`src/rtl/central_alarme_if.sv`:
```
// Sensor/keypad inputs and status outputs of the alarm controller.
// The bench drives through master; the controller consumes through slave.
interface central_alarme_if;
   logic       porta_i;
   logic       janela_i;
   logic       movimento_i;
   logic       armar_i;
   logic       desarmar_i;
   logic       alarme_o;
   logic [2:0] estado_o;
   logic [2:0] zonas_o;

   modport master (
      output porta_i, janela_i, movimento_i, armar_i, desarmar_i,
      input  alarme_o, estado_o, zonas_o
   );

   modport slave (
      input  porta_i, janela_i, movimento_i, armar_i, desarmar_i,
      output alarme_o, estado_o, zonas_o
   );
endinterface

```
`src/rtl/central_alarme.sv`:
```
// Alarm controller: exit delay, armed watch, entry delay on the door zone,
// timed siren, sticky zone memory. One shared 8-bit down-counter times all delays.
module central_alarme #(
   parameter int EXIT_DELAY  = 10,
   parameter int ENTRY_DELAY = 8,
   parameter int SIREN_TIME  = 20
) (
   input logic            clk_i,
   input logic            rst_i,
   central_alarme_if.slave bus
);
   typedef enum logic [2:0] {
      DESARMADO = 3'd0,
      SAIDA     = 3'd1,
      ARMADO    = 3'd2,
      ENTRADA   = 3'd3,
      DISPARADO = 3'd4
   } state_e;

   localparam logic [7:0] EXIT_LD  = 8'(EXIT_DELAY - 1);
   localparam logic [7:0] ENTRY_LD = 8'(ENTRY_DELAY - 1);
   localparam logic [7:0] SIREN_LD = 8'(SIREN_TIME - 1);

   state_e     state_q, state_d;
   logic [7:0] cnt_q, cnt_d;
   logic [2:0] zonas_q, zonas_d;
   logic [2:0] zone_act;
   logic       imm;
   logic       expired;

   assign zone_act = {bus.movimento_i, bus.janela_i, bus.porta_i};
   assign imm      = bus.janela_i | bus.movimento_i;
   assign expired  = (cnt_q == 8'd0);

   always_ff @(posedge clk_i or posedge rst_i) begin
      if (rst_i) begin
         state_q <= DESARMADO;
         cnt_q   <= 8'd0;
         zonas_q <= 3'b000;
      end else begin
         state_q <= state_d;
         cnt_q   <= cnt_d;
         zonas_q <= zonas_d;
      end
   end

   always_comb begin
      state_d = state_q;
      cnt_d   = expired ? 8'd0 : cnt_q - 8'd1;
      zonas_d = zonas_q;
      // Zones are recorded on every watched edge, even the one that disarms.
      if (state_q == ARMADO || state_q == ENTRADA || state_q == DISPARADO)
         zonas_d = zonas_q | zone_act;
      case (state_q)
         DESARMADO: begin
            cnt_d = 8'd0;
            if (bus.armar_i && !bus.desarmar_i) begin
               state_d = SAIDA;
               cnt_d   = EXIT_LD;
               zonas_d = 3'b000;
            end
         end
         SAIDA: begin
            if (bus.desarmar_i)  begin state_d = DESARMADO; cnt_d = 8'd0; end
            else if (expired)    state_d = ARMADO;
         end
         ARMADO: begin
            cnt_d = 8'd0;
            if (bus.desarmar_i)   state_d = DESARMADO;
            else if (imm)         begin state_d = DISPARADO; cnt_d = SIREN_LD; end
            else if (bus.porta_i) begin state_d = ENTRADA;   cnt_d = ENTRY_LD; end
         end
         ENTRADA: begin
            if (bus.desarmar_i)       begin state_d = DESARMADO; cnt_d = 8'd0; end
            else if (imm || expired)  begin state_d = DISPARADO; cnt_d = SIREN_LD; end
         end
         DISPARADO: begin
            if (bus.desarmar_i)  begin state_d = DESARMADO; cnt_d = 8'd0; end
            else if (expired)    state_d = ARMADO;
         end
         default: begin
            state_d = DESARMADO;
            cnt_d   = 8'd0;
         end
      endcase
   end

   assign bus.estado_o = state_q;
   assign bus.alarme_o = (state_q == DISPARADO);
   assign bus.zonas_o  = zonas_q;
endmodule

```
`src/flat_wrapper.sv`:
```
// flat-port wrapper written by rule: the top's interface ports become plain ports
module central_alarme_flat 
#(
   parameter int EXIT_DELAY  = 10,
   parameter int ENTRY_DELAY = 8,
   parameter int SIREN_TIME  = 20
)
  (clk_i, rst_i, bus_porta_i, bus_janela_i, bus_movimento_i, bus_armar_i, bus_desarmar_i, bus_alarme_o, bus_estado_o, bus_zonas_o);
  central_alarme_if bus_i ();
  input logic clk_i;
  input logic rst_i;
  input wire logic [$bits(bus_i.porta_i)-1:0] bus_porta_i;
  input wire logic [$bits(bus_i.janela_i)-1:0] bus_janela_i;
  input wire logic [$bits(bus_i.movimento_i)-1:0] bus_movimento_i;
  input wire logic [$bits(bus_i.armar_i)-1:0] bus_armar_i;
  input wire logic [$bits(bus_i.desarmar_i)-1:0] bus_desarmar_i;
  output wire logic [$bits(bus_i.alarme_o)-1:0] bus_alarme_o;
  output wire logic [$bits(bus_i.estado_o)-1:0] bus_estado_o;
  output wire logic [$bits(bus_i.zonas_o)-1:0] bus_zonas_o;
  assign bus_i.porta_i = bus_porta_i;
  assign bus_i.janela_i = bus_janela_i;
  assign bus_i.movimento_i = bus_movimento_i;
  assign bus_i.armar_i = bus_armar_i;
  assign bus_i.desarmar_i = bus_desarmar_i;
  assign bus_alarme_o = bus_i.alarme_o;
  assign bus_estado_o = bus_i.estado_o;
  assign bus_zonas_o = bus_i.zonas_o;
  central_alarme #(.EXIT_DELAY(EXIT_DELAY), .ENTRY_DELAY(ENTRY_DELAY), .SIREN_TIME(SIREN_TIME)) u_core (.clk_i(clk_i), .rst_i(rst_i), .bus(bus_i));
endmodule
```
`config.mk`:
```
export PLATFORM = sky130hd
export DESIGN_NAME = central_alarme_flat
export DESIGN_NICKNAME = d
export VERILOG_FILES = /design/src/rtl/central_alarme_if.sv /design/src/rtl/central_alarme.sv /design/src/flat_wrapper.sv
export SDC_FILE = /design/constraint.sdc
export NUM_CORES = 1
export LEC_CHECK = 0
export ABC_AREA = 1
export CELL_PAD_IN_SITES_DETAIL_PLACEMENT = 0
export CELL_PAD_IN_SITES_GLOBAL_PLACEMENT = 1
export CORE_AREA = 2 2 52 54
export CTS_CLUSTER_SIZE = 14
export DETAILED_ROUTE_END_ITERATION = 10
export DIE_AREA = 0 0 54 56
export PLACE_DENSITY_LB_ADDON = 0.1
export SLEW_MARGIN = 10
export SYNTH_ARGS = -nofsm -noshare
export SYNTH_HDL_FRONTEND = slang
export SYNTH_SLANG_ARGS = --single-unit
```
`constraint.sdc`:
```
create_clock -name clk_i -period 2.45 [get_ports clk_i]
set_input_delay 0.3675 -clock clk_i [delete_from_list [all_inputs] [get_ports clk_i]]
set_output_delay 0.3675 -clock clk_i [all_outputs]
set_load 0.05 [all_outputs]
```
# --- Word level (Yosys, flattened, before mapping) ---
# Cells that the tools add are included.
totals:
  wordCells: 44
  regBits: 14
  out_inout_bits: 7
op_classes:
  addsub: 1
  n_reduce_logical: 9
  bitwise: 2
  muxes: 21
  eq_ne: 8
ops:
  columns: ["operator", "count"]
  rows:
  - ["8-bit 2-to-1 mux", 6]
  - ["3-bit 2-to-1 mux", 12]
  - ["8-bit case mux with 4 select lines", 1]
  - ["3-bit case mux with 4 select lines", 1]
  - ["8-bit logical NOT", 1]
  - ["8-bit by 1-bit subtractor with 8-bit output (second input constant)", 1]
  - ["3-bit by 2-bit == test with 1-bit output (second input constant)", 2]
  - ["4-bit 2-to-1 mux", 1]
  - ["4-bit by 3-bit inequality test with 1-bit output (second input constant)", 1]
  - ["4-bit AND reduction", 1]
  - ["3-bit by 1-bit == test with 1-bit output (second input constant)", 1]
  - ["3-bit == test (second input constant)", 1]
  - ["3-bit logical NOT", 1]
  - ["1-bit logical OR", 3]
  - ["3-bit by 1-bit inequality test with 1-bit output (second input constant)", 1]
  - ["3-bit inequality test (second input constant)", 1]
  - ["3-bit bitwise OR", 1]
  - ["2-bit by 1-bit inequality test with 1-bit output (second input constant)", 1]
  - ["2-bit OR reduction", 1]
  - ["1-bit logical AND", 1]
  - ["1-bit logical NOT", 1]
  - ["1-bit bitwise OR", 1]

# --- Longest topological paths before layout ---
logic_depth:
  word_depth: 6
  depth_mapped: 9

# --- Worst setup path before layout ---
# No wires, ideal clock.
synth_timing:
  kind: "reg2out"
  start: "reg u_core.state_q[2], in the netlist u_core.bus.estado_o[2]"
  end: "out bus_alarme_o"
  setup_slack_ns: 0.166
  t_arrival_ns: 1.917
  stages_incl_launch_ff: 3
  cell_sequence: "dfrtp_1 > inv_1 > nor3_1"
synth_via:
  elab_chain_len: 1
synth_rtl:
  columns: ["item", "line", "text"]
  rows:
  - ["from (decl)", "central_alarme.sv:24", "state_e state_q, state_d;"]
  - ["from (signal assigned)", "central_alarme.sv:41", "state_q <= state_d;"]
  - ["3-bit == test", "central_alarme.sv:89", "assign bus.alarme_o = (state_q == DISPARADO);"]
  - ["to (decl)", "flat_wrapper.sv:17", "output wire logic [$bits(bus_i.alarme_o)-1:0] bus_alarme_o;"]
# No other way between the ends.

# --- Final worst setup path ---
layout_timing:
  start: "reg u_core.state_q[1], in the netlist u_core.bus.estado_o[1]"
  end: "out bus_alarme_o"
# Same word-level chain as after synthesis.

==> flow_metrics.py <==
metrics = {
    "drt": {
        "viasPerCell": 4.703,
        "routedWlPerCell_um": 11.17,
        "vias": 856,
        "routed.top_layer": "met4",
        "wl_met3_um": 38,
        "met1_length_um": 959,
        "drt_iter0_drc": 22,
        "wl_mm": 2.033,
        "postRouteAntennaNets": 0,
        "drtPass1Iterations": 4,
        "wl_met2_mm": 1.021,
        "drc": 0,
    },
    "synthesis": {
        "synth_cell_type_count": 21,
        "yosys_most_used_dff": "dfrtp_1",
        "yosysWarnings": 0,
        "yosysMostFrequentCell": "nand2_1",
        "yosys-top-cells-area": "dfrtp_1 37%, nand2_1 11%, inv_1 8.6%",
        "yosys_register_bits": 14,
        "postSynth.asyncResetShare_pct": 100.0,
        "synthTopCellsByCount": "28 x nand2_1, 22 x inv_1, 17 x nor2_1, 14 x dfrtp_1, 12 x nand3_1",
        "synth_edf_count": 0,
        "synthCells": 136,
        "yosysTopAreaCell": "dfrtp_1",
        "syn-cell-area_um2": 957.2,
        "synth_top_area_share_pct": 36.60,
        "syn_nets": 145,
        "avgSynthCellArea_um2": 7.038,
        "seq_area_frac_synth_pct": 36.60,
    },
    "grt": {
        "overflow": 0,
        "grt_max_degree": 15,
        "grtUsageTotal_pct": 15.56,
        "grt_pass1_wl_mm": 3.546,
        "antenna_found_initial": 0,
        "grt_pass1_vias": 857,
    },
    "clocking": {
        "clockBufferDepth": 2,
        "clock-sinks": 14,
        "cts_hold_buf": 0,
        "cts_root_buf": "clkbuf_4",
        "path_clk_slew_ns": 0.08,
        "cts_tree": "yes",
        "htree_levels": 1,
        "clock_latency_ns": 0.27,
        "cts_made_buffers": 3,
        "cts_resized": 0,
        "post_cts_buffers": 0,
    },
    "floorplanning": {
        "die_w_um": 54,
        "ios": 14,
        "dieArea_mm2": 0.003024,
        "start_util_pct": 39.35,
        "coreArea_mm2": 0.002432,
        "die_h_um": 56,
        "rows": 18,
    },
    "sta": {
        "finalSetupTns_ns": 0,
        "maxSlewViolCount": 0,
        "final-hold-violation-count": 0,
        "rsz0062_at_grt": "no",
        "max_freq_ghz": 0.4654,
        "hold_slack_ns": 0.4226,
        "tightest_slew_ns": 0.5301,
        "final.period_utilization_pct": 87.70,
        "clock_skew_ns": 0.005726,
        "setup_viol_count_final": 0,
        "slew_headroom_pct": 64.62,
        "min_period_ns": 2.149,
    },
    "critical_path": {
        "r2r_cells": 8,
        "crit_path_start": "u_core.bus.estado_o[1]",
        "cp_max_fo": 6,
        "r2r_slack_ns": 1.03,
        "start_kind": "flop",
        "crit_path_end_kind": "primary output",
        "crit_arrival_ns": 1.78,
        "r2r_start": "u_core.cnt_q[0]",
        "crit_required_ns": 2.08,
        "timing.rr.end": "u_core.bus.estado_o[1]",
        "critPathKind": "reg2out",
    },
    "power_and_ir_drop": {
        "peakVddDrop_mv": 0.6661,
        "leakage_nw": 0.5916,
        "power_density_mw_per_mm2": 1426,
    },
    "min_path": {
        "worstHoldPathType": "in2async",
    },
    "outcome": {
        "status": "completed",
    },
    "cells_and_area": {
        "insertedDiodeCount": 0,
        "n_fill_cell": 259,
        "layout.cells.non_filler": 182,
        "final_util_pct": 47.17,
        "layout-drive-gt1-share_pct": 16.45,
        "nNetsFinal": 163,
        "area_delta_synth_final_pct": 19.87,
    },
    "run": {
        "cap_violations": 0,
    },
    "place": {
        "gp_congestion": 0.7993,
        "place_hpwl_mm": 1.650,
        "io_buffers": 13,
        "place_inst": 179,
    },
}
==> worst max-delay path by stage <==
stage	slack [ns]	to	depth (start not counted)
5_1_grt	0.21	bus_alarme_o	3
3_3_place_gp	0.64	bus_alarme_o	2
2_1_floorplan	0.17	bus_alarme_o	2
4_1_cts	0.30	bus_alarme_o	2
3_5_place_dp	0.62	bus_alarme_o	3
6_report	0.30	bus_alarme_o	2
==> final cells by class <==
type,instances,area [um^2],area share (%)
inverters,28,105.1,9.160
multi-input cells,94,501.7,43.73
well taps,30,37.54,3.272
repair buffers,13,130.1,11.34
clock buffers,3,22.52,1.963
flip-flops and latches,14,350.3,30.53
==> state kept, by name (all words and copies together) (netlist names) <==
name / cells
u_core.bus.zonas_o: 3
u_core.cnt_q: 8
u_core.bus.estado_o: 3
==> cell usage in the layout, fill, tap and decap left out <==
master and count:
nand3_1 12, nand2_1 28, inv_1 22, a21oi_1 7, dfrtp_1 14, nor2_1 17, xnor2_1 1, nor3_1 1
clkdlybuf4s50_1 13, a31oi_1 1, o21ai_1 1, nor2_2 5, nor2_4 2, nand3_2 2, o21ai_0 3, inv_2 6
ha_1 2, nand4_1 4, clkbuf_4 3, nand3_4 1, xor2_1 1, nand2_2 4, nand2_4 2
==> cells by family (layout without fill, tap and decap cells) <==
kind of cell	Yosys count	count (layout)	synth area share [%]
adder cells (fa/ha/maj)	2	2	2.614
AND/OR/NAND/NOR	78	78	41.57
flip-flops	14	14	36.60
AO/OA/AOI/OAI	12	12	6.404
buffers and inverters	28	44	10.98
XOR/XNOR	2	2	1.830
==> metrics by stage <==
stage	area (um^2)	setup slack (ns)	power (W)
floorplan	957.2	0.1657	0.001253
global placement	1125	0.6410	0.001504
detailed placement	1125	0.6158	0.001522
CTS	1147	0.2974	0.001657
global route	1147	0.2115	0.001808
finish	1147	0.3013	0.001636
==> worst max-delay path, stage by stage (launching register included) <==
cell and delay, ns:
dfrtp_1 0.47, nor3_1 0.22, clkdlybuf4s50_1 0.82
==> report_power, final <==
group / switching (W) / internal (W) / leakage (nW)
Sequential: 0.0000705 / 0.000325 / 0.185
Clock: 0.0000687 / 0.0000568 / 0.0138
Combinational: 0.000744 / 0.000371 / 0.393
==> layer usage <==
layer	vias to the layer above	GRT usage, %
met5	-	0
met4	0	5.714
met3	2	2.688
met2	8	25.96
met1	385	19.46
li1	461	-
Note: power is estimated with default switching activity, not from simulation.
